`config.mk`:
```
export PLATFORM = sky130hd
export DESIGN_NAME = output_buffer_flat
export DESIGN_NICKNAME = d
export VERILOG_FILES = /design/src/rtl/pixel_stream_pkg.sv /design/src/rtl/output_buffer_if.sv /design/src/rtl/output_buffer_token_delay_line.sv /design/src/rtl/output_buffer.sv /design/src/flat_wrapper.sv
export SDC_FILE = /design/constraint.sdc
export NUM_CORES = 1
export LEC_CHECK = 0
export BUFFER_PORTS_ARGS = -buffer_cell sky130_fd_sc_hd__clkbuf_2
export CAP_MARGIN = 20
export CORE_AREA = 5 5 91 93
export DETAILED_ROUTE_END_ITERATION = 7
export DIE_AREA = 0 0 96 98
export PLACE_DENSITY = 0.47
export SKIP_LAST_GASP = 1
export SLEW_MARGIN = 20
export SYNTH_ARGS = -nofsm -noshare
export SYNTH_HDL_FRONTEND = slang
export SYNTH_SLANG_ARGS = --single-unit
```
`constraint.sdc`:
```
create_clock -name aclk -period 2.25 [get_ports aclk]
set_input_delay 0 -clock aclk [delete_from_list [all_inputs] [get_ports aclk]]
set_output_delay 0 -clock aclk [all_outputs]
set_load 0.01 [all_outputs]
```
`src/rtl/pixel_stream_pkg.sv`:
```
// Shared pixel-stream definitions: channel/bus widths, byte lanes of the
// packed AXI-Stream word, and the RGB packing helper used on both sides.
package pixel_stream_pkg;

  localparam int DATA_WIDTH         = 8;
  localparam int C_AXIS_TDATA_WIDTH = 32;
  localparam int C_AXIS_TSTRB_WIDTH = C_AXIS_TDATA_WIDTH / 8;

  // Most significant bit of each colour byte inside tdata.
  localparam int R_MSB = 31;
  localparam int G_MSB = 23;
  localparam int B_MSB = 15;

  // {R,G,B,pad}: R in [31:24], G in [23:16], B in [15:8], pad byte zero.
  function automatic logic [C_AXIS_TDATA_WIDTH-1:0] pack_rgb(
    input logic [DATA_WIDTH-1:0] r,
    input logic [DATA_WIDTH-1:0] g,
    input logic [DATA_WIDTH-1:0] b
  );
    return {r, g, b, 8'h00};
  endfunction

endpackage

```
`src/rtl/output_buffer_if.sv`:
```
// AXI-Stream bundle carrying processed pixels out of output_buffer.
// Handshake: a beat transfers on a rising clock edge where tvalid && tready.
// The master holds tdata/tlast stable while tvalid && !tready, and never
// makes tvalid depend on tready; the slave may change tready at any time.
interface output_buffer_if;
  import pixel_stream_pkg::*;

  logic                          tvalid;
  logic                          tready;
  logic [C_AXIS_TDATA_WIDTH-1:0] tdata;
  logic [C_AXIS_TSTRB_WIDTH-1:0] tstrb;
  logic                          tlast;

  modport master (output tvalid, output tdata, output tstrb, output tlast, input tready);
  modport slave  (input tvalid, input tdata, input tstrb, input tlast, output tready);
endinterface

```
`src/rtl/output_buffer_token_delay_line.sv`:
```
// Enable-gated token shift register. A token entered at din appears at dout
// after DEPTH enabled cycles; contents hold while en is low so the token
// stays aligned with the stalled processing pipeline.
module token_delay_line #(
  parameter int DEPTH = 2
) (
  input  logic clk,
  input  logic rst_n,
  input  logic en,
  input  logic din,
  output logic dout,
  output logic any_set
);

  logic [DEPTH-1:0] tok;

  generate
    if (DEPTH == 1) begin : g_one
      // Single stage: load on every enabled cycle.
      always_ff @(posedge clk or negedge rst_n) begin
        if (!rst_n)  tok <= '0;
        else if (en) tok <= din;
      end
    end else begin : g_many
      // Shift toward tok[DEPTH-1]; tok[0] is the newest entry.
      always_ff @(posedge clk or negedge rst_n) begin
        if (!rst_n)  tok <= '0;
        else if (en) tok <= {tok[DEPTH-2:0], din};
      end
    end
  endgenerate

  assign dout    = tok[DEPTH-1];
  assign any_set = |tok;

endmodule

```
`src/rtl/output_buffer.sv`:
```
// Collects processed pixels for each full-column window and emits them as an
// AXI-Stream packet of INPUT_HEIGHT beats, tlast on the final pixel. A token
// delayed by PIPE_LATENCY advances marks where a window's first valid pixel
// arrives; row_cnt then admits the remaining pixels of that window.
module output_buffer
  import pixel_stream_pkg::*;
#(
  parameter int DATA_WIDTH         = pixel_stream_pkg::DATA_WIDTH,
  parameter int C_AXIS_TDATA_WIDTH = pixel_stream_pkg::C_AXIS_TDATA_WIDTH,
  parameter int INPUT_HEIGHT       = 480,
  parameter int PIPE_LATENCY       = 2
) (
  input  logic                  aclk,
  input  logic                  aresetn,
  input  logic [DATA_WIDTH-1:0] proc_R,
  input  logic [DATA_WIDTH-1:0] proc_G,
  input  logic [DATA_WIDTH-1:0] proc_B,
  input  logic                  is_full_columns_first_input,
  input  logic                  data_flowing,
  output logic                  output_has_back_pressure,
  output logic                  output_buffer_is_done,
  output logic                  overflow_err,
  output_buffer_if.master       m_axis
);

  localparam int CW = $clog2(INPUT_HEIGHT + 1);

  logic                          tok_out;
  logic                          tok_any;
  logic [CW-1:0]                 row_cnt;
  logic                          row_busy;
  logic                          cap;
  logic                          last_pix;
  logic                          tvalid_q;
  logic                          tlast_q;
  logic [C_AXIS_TDATA_WIDTH-1:0] tdata_q;

  token_delay_line #(.DEPTH(PIPE_LATENCY)) u_tok (
    .clk     (aclk),
    .rst_n   (aresetn),
    .en      (data_flowing),
    .din     (is_full_columns_first_input),
    .dout    (tok_out),
    .any_set (tok_any)
  );

  assign row_busy = (row_cnt != '0);
  assign cap      = data_flowing && (tok_out || row_busy);
  // A new token restarts the window, so its pixel is last only for 1-row windows.
  assign last_pix = tok_out ? (INPUT_HEIGHT == 1) : (row_cnt == CW'(1));

  // Window row counter and sticky error: overlapping tokens or a capture
  // landing on a beat the slave has not yet taken.
  always_ff @(posedge aclk or negedge aresetn) begin
    if (!aresetn) begin
      row_cnt      <= '0;
      overflow_err <= 1'b0;
    end else if (cap) begin
      if (tok_out) begin
        row_cnt <= CW'(INPUT_HEIGHT - 1);
        if (row_busy) overflow_err <= 1'b1;
      end else begin
        row_cnt <= row_cnt - CW'(1);
      end
      if (tvalid_q && !m_axis.tready) overflow_err <= 1'b1;
    end
  end

  // Output beat register: load on capture (back-to-back with a drain is
  // allowed), otherwise hold until the slave accepts, then drop tvalid.
  always_ff @(posedge aclk or negedge aresetn) begin
    if (!aresetn) begin
      tvalid_q <= 1'b0;
      tlast_q  <= 1'b0;
      tdata_q  <= '0;
    end else if (cap) begin
      tvalid_q <= 1'b1;
      tlast_q  <= last_pix;
      tdata_q  <= pack_rgb(proc_R, proc_G, proc_B);
    end else if (tvalid_q && m_axis.tready) begin
      tvalid_q <= 1'b0;
    end
  end

  assign m_axis.tvalid = tvalid_q;
  assign m_axis.tdata  = tdata_q;
  assign m_axis.tlast  = tlast_q;
  assign m_axis.tstrb  = '1;

  assign output_has_back_pressure = tvalid_q && !m_axis.tready;
  assign output_buffer_is_done    = !tok_any && !row_busy && !tvalid_q;

endmodule

```
`src/flat_wrapper.sv`:
```
// flat-port wrapper written by rule: the top's interface ports become plain ports
module output_buffer_flat import pixel_stream_pkg::*;
#(
  parameter int DATA_WIDTH         = pixel_stream_pkg::DATA_WIDTH,
  parameter int C_AXIS_TDATA_WIDTH = pixel_stream_pkg::C_AXIS_TDATA_WIDTH,
  parameter int INPUT_HEIGHT       = 480,
  parameter int PIPE_LATENCY       = 2
)
  (aclk, aresetn, proc_R, proc_G, proc_B, is_full_columns_first_input, data_flowing, output_has_back_pressure, output_buffer_is_done, overflow_err, m_axis_tvalid, m_axis_tdata, m_axis_tstrb, m_axis_tlast, m_axis_tready);
  output_buffer_if m_axis_i ();
  input  logic aclk;
  input  logic aresetn;
  input  logic [DATA_WIDTH-1:0] proc_R;
  input  logic [DATA_WIDTH-1:0] proc_G;
  input  logic [DATA_WIDTH-1:0] proc_B;
  input  logic is_full_columns_first_input;
  input  logic data_flowing;
  output logic output_has_back_pressure;
  output logic output_buffer_is_done;
  output logic overflow_err;
  output wire logic [$bits(m_axis_i.tvalid)-1:0] m_axis_tvalid;
  output wire logic [$bits(m_axis_i.tdata)-1:0] m_axis_tdata;
  output wire logic [$bits(m_axis_i.tstrb)-1:0] m_axis_tstrb;
  output wire logic [$bits(m_axis_i.tlast)-1:0] m_axis_tlast;
  input wire logic [$bits(m_axis_i.tready)-1:0] m_axis_tready;
  assign m_axis_tvalid = m_axis_i.tvalid;
  assign m_axis_tdata = m_axis_i.tdata;
  assign m_axis_tstrb = m_axis_i.tstrb;
  assign m_axis_tlast = m_axis_i.tlast;
  assign m_axis_i.tready = m_axis_tready;
  output_buffer #(.DATA_WIDTH(DATA_WIDTH), .C_AXIS_TDATA_WIDTH(C_AXIS_TDATA_WIDTH), .INPUT_HEIGHT(INPUT_HEIGHT), .PIPE_LATENCY(PIPE_LATENCY)) u_core (.aclk(aclk), .aresetn(aresetn), .proc_R(proc_R), .proc_G(proc_G), .proc_B(proc_B), .is_full_columns_first_input(is_full_columns_first_input), .data_flowing(data_flowing), .output_has_back_pressure(output_has_back_pressure), .output_buffer_is_done(output_buffer_is_done), .overflow_err(overflow_err), .m_axis(m_axis_i));
endmodule
```
==> results.json, run 1 <==
{
  "ir_drop_uv": 408.1,
  "final_cell_mix": "clkbuf_2 (56), dfrtp_1 (38), dlygate4sd3_1 (26)",
  "fin_ws_ns": 0.2146,
  "hold_path_depth": 3,
  "die_w_um": 96,
  "dr.pass1.iters": 4,
  "dieArea_mm2": 0.009408,
  "holdPathEnd": "u_core.m_axis.tvalid",
  "slowest_stage": "or3_1",
  "fin_tns_setup_ns": 0,
  "reg2reg_to": "u_core.m_axis.tdata[25]",
  "cp_max_fo": 10,
  "final_area_mm2": 0.002505,
  "skew_ns": 0.004537,
  "finalSetupViolCount": 0,
  "p_leak_uw": 0.001133,
  "initial_core_util_pct": 23.82,
  "numCtsBuffers": 5,
  "synth_cell_types": 36,
  "grt_pass1_wl_um": 6844,
  "syn-cell-area_mm2": 0.001774,
  "required_ns": 2.25,
  "finalHoldViolations": 0,
  "die_y_um": 98,
  "worstSetupPathDepth": 5,
  "rr_worst_depth": 4,
  "gp_congestion": 0.7858,
  "drv_slew": 0,
  "reg2reg_slack_ns": 0.31,
  "avgSynthCellArea_um2": 12.58,
  "p_total_uw": 1605,
  "start_kind": "register",
  "critPathCaptureType": "primary output",
  "grt_setup_unrepaired": "no",
  "synth_edf_count": 0,
  "ios": 70,
  "cts-root-buf": "clkbuf_8",
  "rows": 32,
  "n_antenna_cell": 0,
  "clock_path_buffers": 2,
  "placed_area_mm2": 0.002145,
  "syn2layout_area_growth_pct": 41.18,
  "place_ws_ns": 0.3074,
  "cp_num_buf_inv": 2,
  "crit_chain": "or3_1, buf_4, nor3_2, nor4b_1, clkbuf_2",
  "hpwl_um": 2931,
  "post-cts-setup-buffers": 0,
  "grt_pass1_vias": 1419,
  "clkLatencyLatePin_ns": 0.29,
  "async_flop_share_pct": 100.0,
  "yosys_register_bits": 38,
  "fmax_mhz": 491.3,
  "status": "finished, final reports clean",
  "yosysWarnings": 0,
  "yosysSeqAreaShare_pct": 53.60,
  "drc": 0,
  "grt_use_total_pct": 9.180,
  "grt_max_degree": 39,
  "vias": 1373,
  "core-area_mm2": 0.007447,
  "ys.flop_type": "dfrtp_1",
  "min_from": "m_axis_tready",
  "cts_tree": "yes",
  "relSlewSlack_pct": 41.93,
  "tightest_slew_ns": 0.8710,
  "syn_inst": 141,
  "grt.overflow.total": 0,
  "min_period_over_period_pct": 90.46,
  "nNetsFinal": 261,
  "cts.sinks": 38,
  "wirelength_um": 4118,
  "period_needed_ns": 2.035,
  "vias_per_cell": 4.136,
  "first_iter_violations": 65,
  "antenna_found_initial": 0,
  "drive_gt1_share_pct": 37.39,
  "path_class": "register to primary output",
  "critPathArrivalTime_ns": 2.04,
  "htreeDepth": 2,
  "max_cap_viol_count": 0,
  "numPortBuffers": 57,
  "whs_ns": 0.06882,
  "ant_nets": 0,
  "cp_top_family": "simple AND/OR/NAND/NOR gates",
  "p_per_area_mw_per_mm2": 640.6,
  "clk_pin_slew_ns": 0.07,
  "timing.rr.start": "u_core.row_cnt[2]",
  "min_path_type": "input port to register",
  "cpPeakStageDelay_ns": 0.45,
  "final_common_cell": "clkbuf_2",
  "wl_per_cell_um": 12.40
}
-- logic make-up after synthesis --
kind of cell	synth area share, %
AO/OA/AOI/OAI	11.57
adder cells (fa/ha/maj)	2.116
buffers and inverters	8.744
flip-flops	53.60
multiplexers	16.43
other	0.4233
AND/OR/NAND/NOR	7.123
-- report_power, final --
group          switching (uW)  internal [uW]
clock network             253            247
logic                     148            151
registers                53.3            753
-- cell type report --
class / instances / area, um^2
well taps: 102 / 127.6
fillers: 753 / 4942
clock buffers: 6 / 82.58
repair buffers: 90 / 598.1
inverters: 6 / 22.52
flip-flops and latches: 38 / 950.9
clock inverters: 2 / 12.51
multi-input cells: 88 / 710.7
-- layer usage --
metal  vias to the layer above  wire, um  GRT usage, %
li1                        662         -             -
met1                       657      1727         11.13
met2                        46      2067         15.61
met3                         8       248         2.388
met4                         0        75         2.954
met5                         -         0             0
-- worst max path at each step --
stage | start | to | slack (ns)
after floorplan | u_core.row_cnt[0] | u_core.m_axis.tdata[16] | 0.08
after detailed placement | u_core.row_cnt[0] | u_core.m_axis.tdata[23] | 0.31
after global placement | u_core.row_cnt[0] | u_core.m_axis.tdata[15] | 0.31
after global routing | u_core.row_cnt[2] | output_buffer_is_done | 0.08
after CTS | u_core.row_cnt[2] | output_buffer_is_done | 0.13
final | u_core.row_cnt[2] | output_buffer_is_done | 0.21
-- state kept, by name, summed over array words and instances, names as in the netlist --
register / cells
u_core.m_axis.tdata: 24
u_core.m_axis.tlast: 1
u_core.m_axis.tvalid: 1
u_core.overflow_err: 1
u_core.row_cnt: 9
u_core.u_tok.tok: 2
-- through the flow --
step | instances | utilization, %
after floorplan | 151 | -
after CTS | 332 | 33.57
final | 332 | 33.64
after detailed placement | 298 | 28.80
after global routing | 332 | 33.64
after global placement | 298 | 28.80
-- worst register-to-register path, stage by stage (launching register included) --
cell and delay [ns]:
dfrtp_1 0.44, or3_1 0.45, o41ai_4 0.31, buf_4 0.28, mux2_1 0.35
-- cell usage after synthesis (3+ instances only) --
cell type / count / area, um^2
mux2_1: 16 / 180.2
o311ai_0: 5 / 43.79
o211ai_1: 3 / 22.52
ha_1: 3 / 37.54
inv_1: 6 / 22.52
nor2_1: 3 / 11.26
buf_4: 12 / 90.09
nand2b_1: 3 / 18.77
o21ai_0: 3 / 15.01
nand2_1: 4 / 15.01
mux2_2: 9 / 101.4
clkbuf_1: 4 / 15.01
dfrtp_1: 38 / 950.9
-- timing repair --
| action | in CTS | in global routing |
|---|---|---|
| setup endpoints to repair | 0 | 1 |
| hold endpoints to repair | 63 | 0 |
| resized for setup | 0 | 1 |
| hold buffers | 26 | 0 |
Note: power is estimated with default switching activity, not from simulation.
==> run 2, diff against run 1 <==
--- a/config.mk
+++ b/config.mk
@@ -10,7 +10,6 @@
 export CORE_AREA = 5 5 91 93
 export DETAILED_ROUTE_END_ITERATION = 7
 export DIE_AREA = 0 0 96 98
-export PLACE_DENSITY = 0.47
 export SKIP_LAST_GASP = 1
 export SLEW_MARGIN = 20
 export SYNTH_ARGS = -nofsm -noshare
==> results.json, run 2 (synthesized netlist as in run 1, its figures left out) <==
{
  "numCtsBuffers": 5,
  "fmax_mhz": 484.7,
  "final_common_cell": "clkbuf_2",
  "drv_slew": 0,
  "cts-root-buf": "clkbuf_8",
  "initial_core_util_pct": 23.82,
  "grt_max_degree": 39,
  "ir_drop_uv": 365.0,
  "grt_pass1_wl_um": 6927,
  "die_w_um": 96,
  "dieArea_mm2": 0.009408,
  "grt_setup_unrepaired": "no",
  "period_needed_ns": 2.063,
  "fin_util_pct": 34.01,
  "finalSetupViolCount": 0,
  "gp_congestion": 0.8005,
  "vias": 1347,
  "grt_pass1_vias": 1454,
  "final_cell_mix": "clkbuf_2 (57), dfrtp_1 (38), dlygate4sd3_1 (26)",
  "status": "finished, final reports clean",
  "startpoint": "u_core.row_cnt[2]",
  "cts_tree": "yes",
  "skew_ns": 0.005554,
  "clkLatencyLatePin_ns": 0.29,
  "numPortBuffers": 57,
  "syn2layout_area_growth_pct": 42.74,
  "post-cts-setup-buffers": 0,
  "critPathCaptureType": "primary output",
  "final_area_mm2": 0.002532,
  "grt_use_total_pct": 9.440,
  "min_path_type": "input port to register",
  "fin_tns_setup_ns": 0,
  "clk_pin_slew_ns": 0.08,
  "slowest_stage": "dfrtp_1",
  "postCtsResizedCells": 0,
  "min_period_over_period_pct": 91.70,
  "drive_gt1_share_pct": 36.68,
  "hpwl_um": 2841,
  "cts_hold_buffers": 26,
  "start_kind": "register",
  "wirelength_um": 4088,
  "ant_nets": 0,
  "placed_area_mm2": 0.002142,
  "drc": 0,
  "clock_path_buffers": 2,
  "max_cap_viol_count": 0,
  "p_leak_uw": 0.001148,
  "wl_per_cell_um": 12.35,
  "required_ns": 2.25,
  "first_iter_violations": 50,
  "vias_per_cell": 4.069,
  "dr.pass1.iters": 4,
  "crit_chain": "or3_1, buf_4, nor3_1, nor4b_1, clkbuf_2",
  "p_per_area_mw_per_mm2": 648.4,
  "timing.rr.start": "u_core.row_cnt[0]",
  "min_from": "m_axis_tready",
  "die_y_um": 98,
  "finalHoldViolations": 0,
  "critPathArrivalTime_ns": 2.06,
  "cts.sinks": 38,
  "core-area_mm2": 0.007447,
  "largest_reg_flops": 24,
  "path_class": "register to primary output",
  "cpPeakStageDelay_ns": 0.44,
  "n_antenna_cell": 0,
  "htreeDepth": 2,
  "rows": 32,
  "nNetsFinal": 260,
  "cp_max_fo": 10,
  "antenna_found_initial": 0,
  "ios": 70,
  "p_total_uw": 1642,
  "grt.overflow.total": 0
}
run 2: cell type report:
cell class / instances / area, um^2
Clock buffer: 8 / 110.1
Fill cell: 772 / 4915
Inverter: 6 / 22.52
Multi-Input combinational cell: 88 / 705.7
Sequential cell: 38 / 950.9
Tap cell: 102 / 127.6
Timing Repair Buffer: 89 / 615.6
run 2: metal layers:
layer | up-vias | track usage, % | share of wire (%)
met5 | - | 0 | 0
met2 | 44 | 16.41 | 53
met1 | 640 | 11.00 | 40
li1 | 657 | - | -
met4 | 0 | 2.626 | 0.76
met3 | 6 | 2.928 | 6.6
run 2: per-stage QoR:
step | instances | setup WS [ns] | hold WS [ns]
floorplan | 151 | 0.07988 | -0.2956
global placement | 296 | 0.3125 | 0.2070
detailed placement | 296 | 0.2797 | 0.1986
CTS | 330 | 0.1579 | 0.09330
global route | 331 | 0.03705 | 0.1268
finish | 331 | 0.1867 | 0.08414
run 2: worst max-delay path, delay by kind of cell (launching register included):
| kind | cells | cell delay, ns |
|---|---|---|
| flip-flops | 1 | 0.44 |
| AND/OR/NAND/NOR | 3 | 0.94 |
| buffers and inverters | 2 | 0.38 |
run 2: worst paths after layout:
path	endpoint	slack [ns]	cells past startpoint
max in group asynchronous	u_core.m_axis.tdata[27]	1.68	3
hold / removal	u_core.m_axis.tvalid	0.08	3
hold reg to reg	u_core.m_axis.tdata[20]	0.49	1
setup / recovery	output_buffer_is_done	0.19	5
min in group asynchronous	u_core.row_cnt[6]	0.12	2
setup reg to reg	u_core.m_axis.tdata[21]	0.29	6
run 2: power breakdown:
group | leakage, uW | internal (uW) | switching (uW)
registers | 0.000425 | 753 | 58.7
clock network | 0.0000575 | 309 | 233
logic | 0.000665 | 147 | 140
total | 0.00115 | 1210 | 432
==> run 3, diff against run 2 <==
--- a/config.mk
+++ b/config.mk
@@ -10,6 +10,7 @@
 export CORE_AREA = 5 5 91 93
 export DETAILED_ROUTE_END_ITERATION = 7
 export DIE_AREA = 0 0 96 98
+export SETUP_SLACK_MARGIN = 0.5
 export SKIP_LAST_GASP = 1
 export SLEW_MARGIN = 20
 export SYNTH_ARGS = -nofsm -noshare
==> results.json, run 3 (synthesized netlist as in run 1, its figures left out) <==
{
  "status": "finished, final reports clean",
  "whs_ns": 0.06640,
  "required_ns": 2.42,
  "cp_max_fo": 14,
  "skew_ns": 0.007860,
  "n_fill_cell": 727,
  "final_common_cell": "clkbuf_2",
  "grt_setup_unrepaired": "yes",
  "cpPeakStageDelay_ns": 0.40,
  "ff_latch_area_um2": 950.9,
  "largest_reg_flops": 24,
  "drc": 0,
  "gp_congestion": 0.8233,
  "numPortBuffers": 57,
  "cts_tree": "yes",
  "relSlewSlack_pct": 36.96,
  "min_path_type": "input port to register",
  "rows": 32,
  "start_kind": "register",
  "die_w_um": 96,
  "min_from": "m_axis_tready",
  "clkLatencyLatePin_ns": 0.29,
  "fin_tns_setup_ns": 0,
  "initial_core_util_pct": 23.82,
  "startpoint": "u_core.row_cnt[2]",
  "grt_use_total_pct": 10.64,
  "antenna_found_initial": 0,
  "ios": 70,
  "finalHoldViolations": 0,
  "vias": 1540,
  "cts.sinks": 38,
  "finalSetupViolCount": 0,
  "p_total_uw": 1818,
  "dr.pass1.iters": 4,
  "ir_drop_uv": 388.5,
  "grt_max_degree": 39,
  "p_leak_uw": 0.001306,
  "cp_top_family": "simple AND/OR/NAND/NOR gates",
  "max_cap_viol_count": 0,
  "die_y_um": 98,
  "period_needed_ns": 1.962,
  "critPathCaptureType": "register",
  "crit_chain": "or3_4, o41ai_4, buf_4, buf_12, mux2_1",
  "dieArea_mm2": 0.009408,
  "numCtsBuffers": 5,
  "first_iter_violations": 57,
  "grt.overflow.total": 0,
  "grt_pass1_wl_um": 7879,
  "grt_pass1_vias": 1650,
  "fmax_mhz": 509.6,
  "final_cell_mix": "clkbuf_2 (56), dfrtp_1 (38), dlygate4sd3_1 (26)",
  "nNetsFinal": 275,
  "hpwl_um": 2957,
  "timing.rr.start": "u_core.row_cnt[2]",
  "critPathArrivalTime_ns": 2.13,
  "clk_pin_slew_ns": 0.08,
  "ant_nets": 0,
  "htreeDepth": 2,
  "cts-root-buf": "clkbuf_8",
  "tightest_slew_ns": 0.9456,
  "min_period_over_period_pct": 87.21,
  "cp_num_buf_inv": 2,
  "final_area_mm2": 0.002784,
  "drv_slew": 0,
  "n_antenna_cell": 0,
  "fin_util_pct": 37.38,
  "slowest_stage": "or3_4",
  "wl_per_cell_um": 14.28,
  "drive_gt1_share_pct": 48.56,
  "placed_area_mm2": 0.002156,
  "multiInputGateArea_um2": 803.3,
  "vias_per_cell": 4.464,
  "wirelength_um": 4928,
  "core-area_mm2": 0.007447,
  "p_per_area_mw_per_mm2": 653.0,
  "clock_path_buffers": 2,
  "syn2layout_area_growth_pct": 56.91,
  "path_class": "register to register"
}
[run 3: changes by cell type in the layout (fill, tap and decap cells not counted), moves of 2 or more]
cell,delta
clkbuf_8,-2
or3_4,+2
buf_4,+9
nand2b_4,+2
inv_1,-2
buf_6,+3
or3_1,-2
nand2b_1,-2
buf_8,+3
mux2_4,+10
mux2_1,-10
inv_2,+2
[run 3: tightest hold or removal path, delay by kind of cell]
| family | cells | cell delay, ns |
|---|---|---|
| AND/OR/NAND/NOR | 2 | 0.24 |
| buffers and inverters | 1 | 0.08 |
[run 3: final cells by class]
| class | count | area share [%] |
|---|---|---|
| Clock buffer | 6 | 2.966 |
| Timing Repair Buffer | 104 | 27.55 |
| Tap cell | 102 | 4.584 |
| Inverter | 6 | 0.8090 |
| Sequential cell | 38 | 34.16 |
| Clock inverter | 1 | 1.079 |
| Multi-Input combinational cell | 88 | 28.85 |
[run 3: path summary, 6_finish.rpt]
| check | end | slack [ns] | cells after the start |
|---|---|---|---|
| worst min register to register | u_core.m_axis.tdata[28] | 0.49 | 1 |
| worst min-delay path | u_core.m_axis.tvalid | 0.07 | 3 |
| worst max-delay path | u_core.m_axis.tdata[22] | 0.29 | 5 |
| min in group asynchronous | u_core.m_axis.tdata[21] | 0.40 | 2 |
| worst max register to register | u_core.m_axis.tdata[22] | 0.29 | 5 |
| max in group asynchronous | u_core.m_axis.tdata[31] | 1.27 | 2 |
[run 3: metrics by stage]
step / std cells / setup slack [ns]
floorplan: 151 / 0.09198
global placement: 296 / 0.3188
detailed placement: 296 / 0.2790
CTS: 341 / 0.2925
global route: 345 / 0.2376
finish: 345 / 0.2879
[run 3: layer usage]
layer,vias to the layer above,global-route usage (%),routed length (um)
met4,0,5.908,210
met5,-,0,0
met1,750,11.56,1800
li1,690,-,-
met2,76,18.22,2542
met3,24,3.005,374
[run 3: power breakdown]
group	leakage (uW)	total [uW]	switching (uW)	internal (uW)
Clock	0.0000573	597	242	355
Sequential	0.000425	808	54.7	753
Combinational	0.000824	413	188	226
Total	0.00131	1820	484	1330
[run 3: what timing repair did]
action,in CTS,in global routing
buffers inserted,11,4
endpoints found under the setup margin,26,31
endpoints found under the hold margin,63,0
hold buffers,26,0
pin swaps,1,0
resized for setup,11,20
gates cloned,1,0
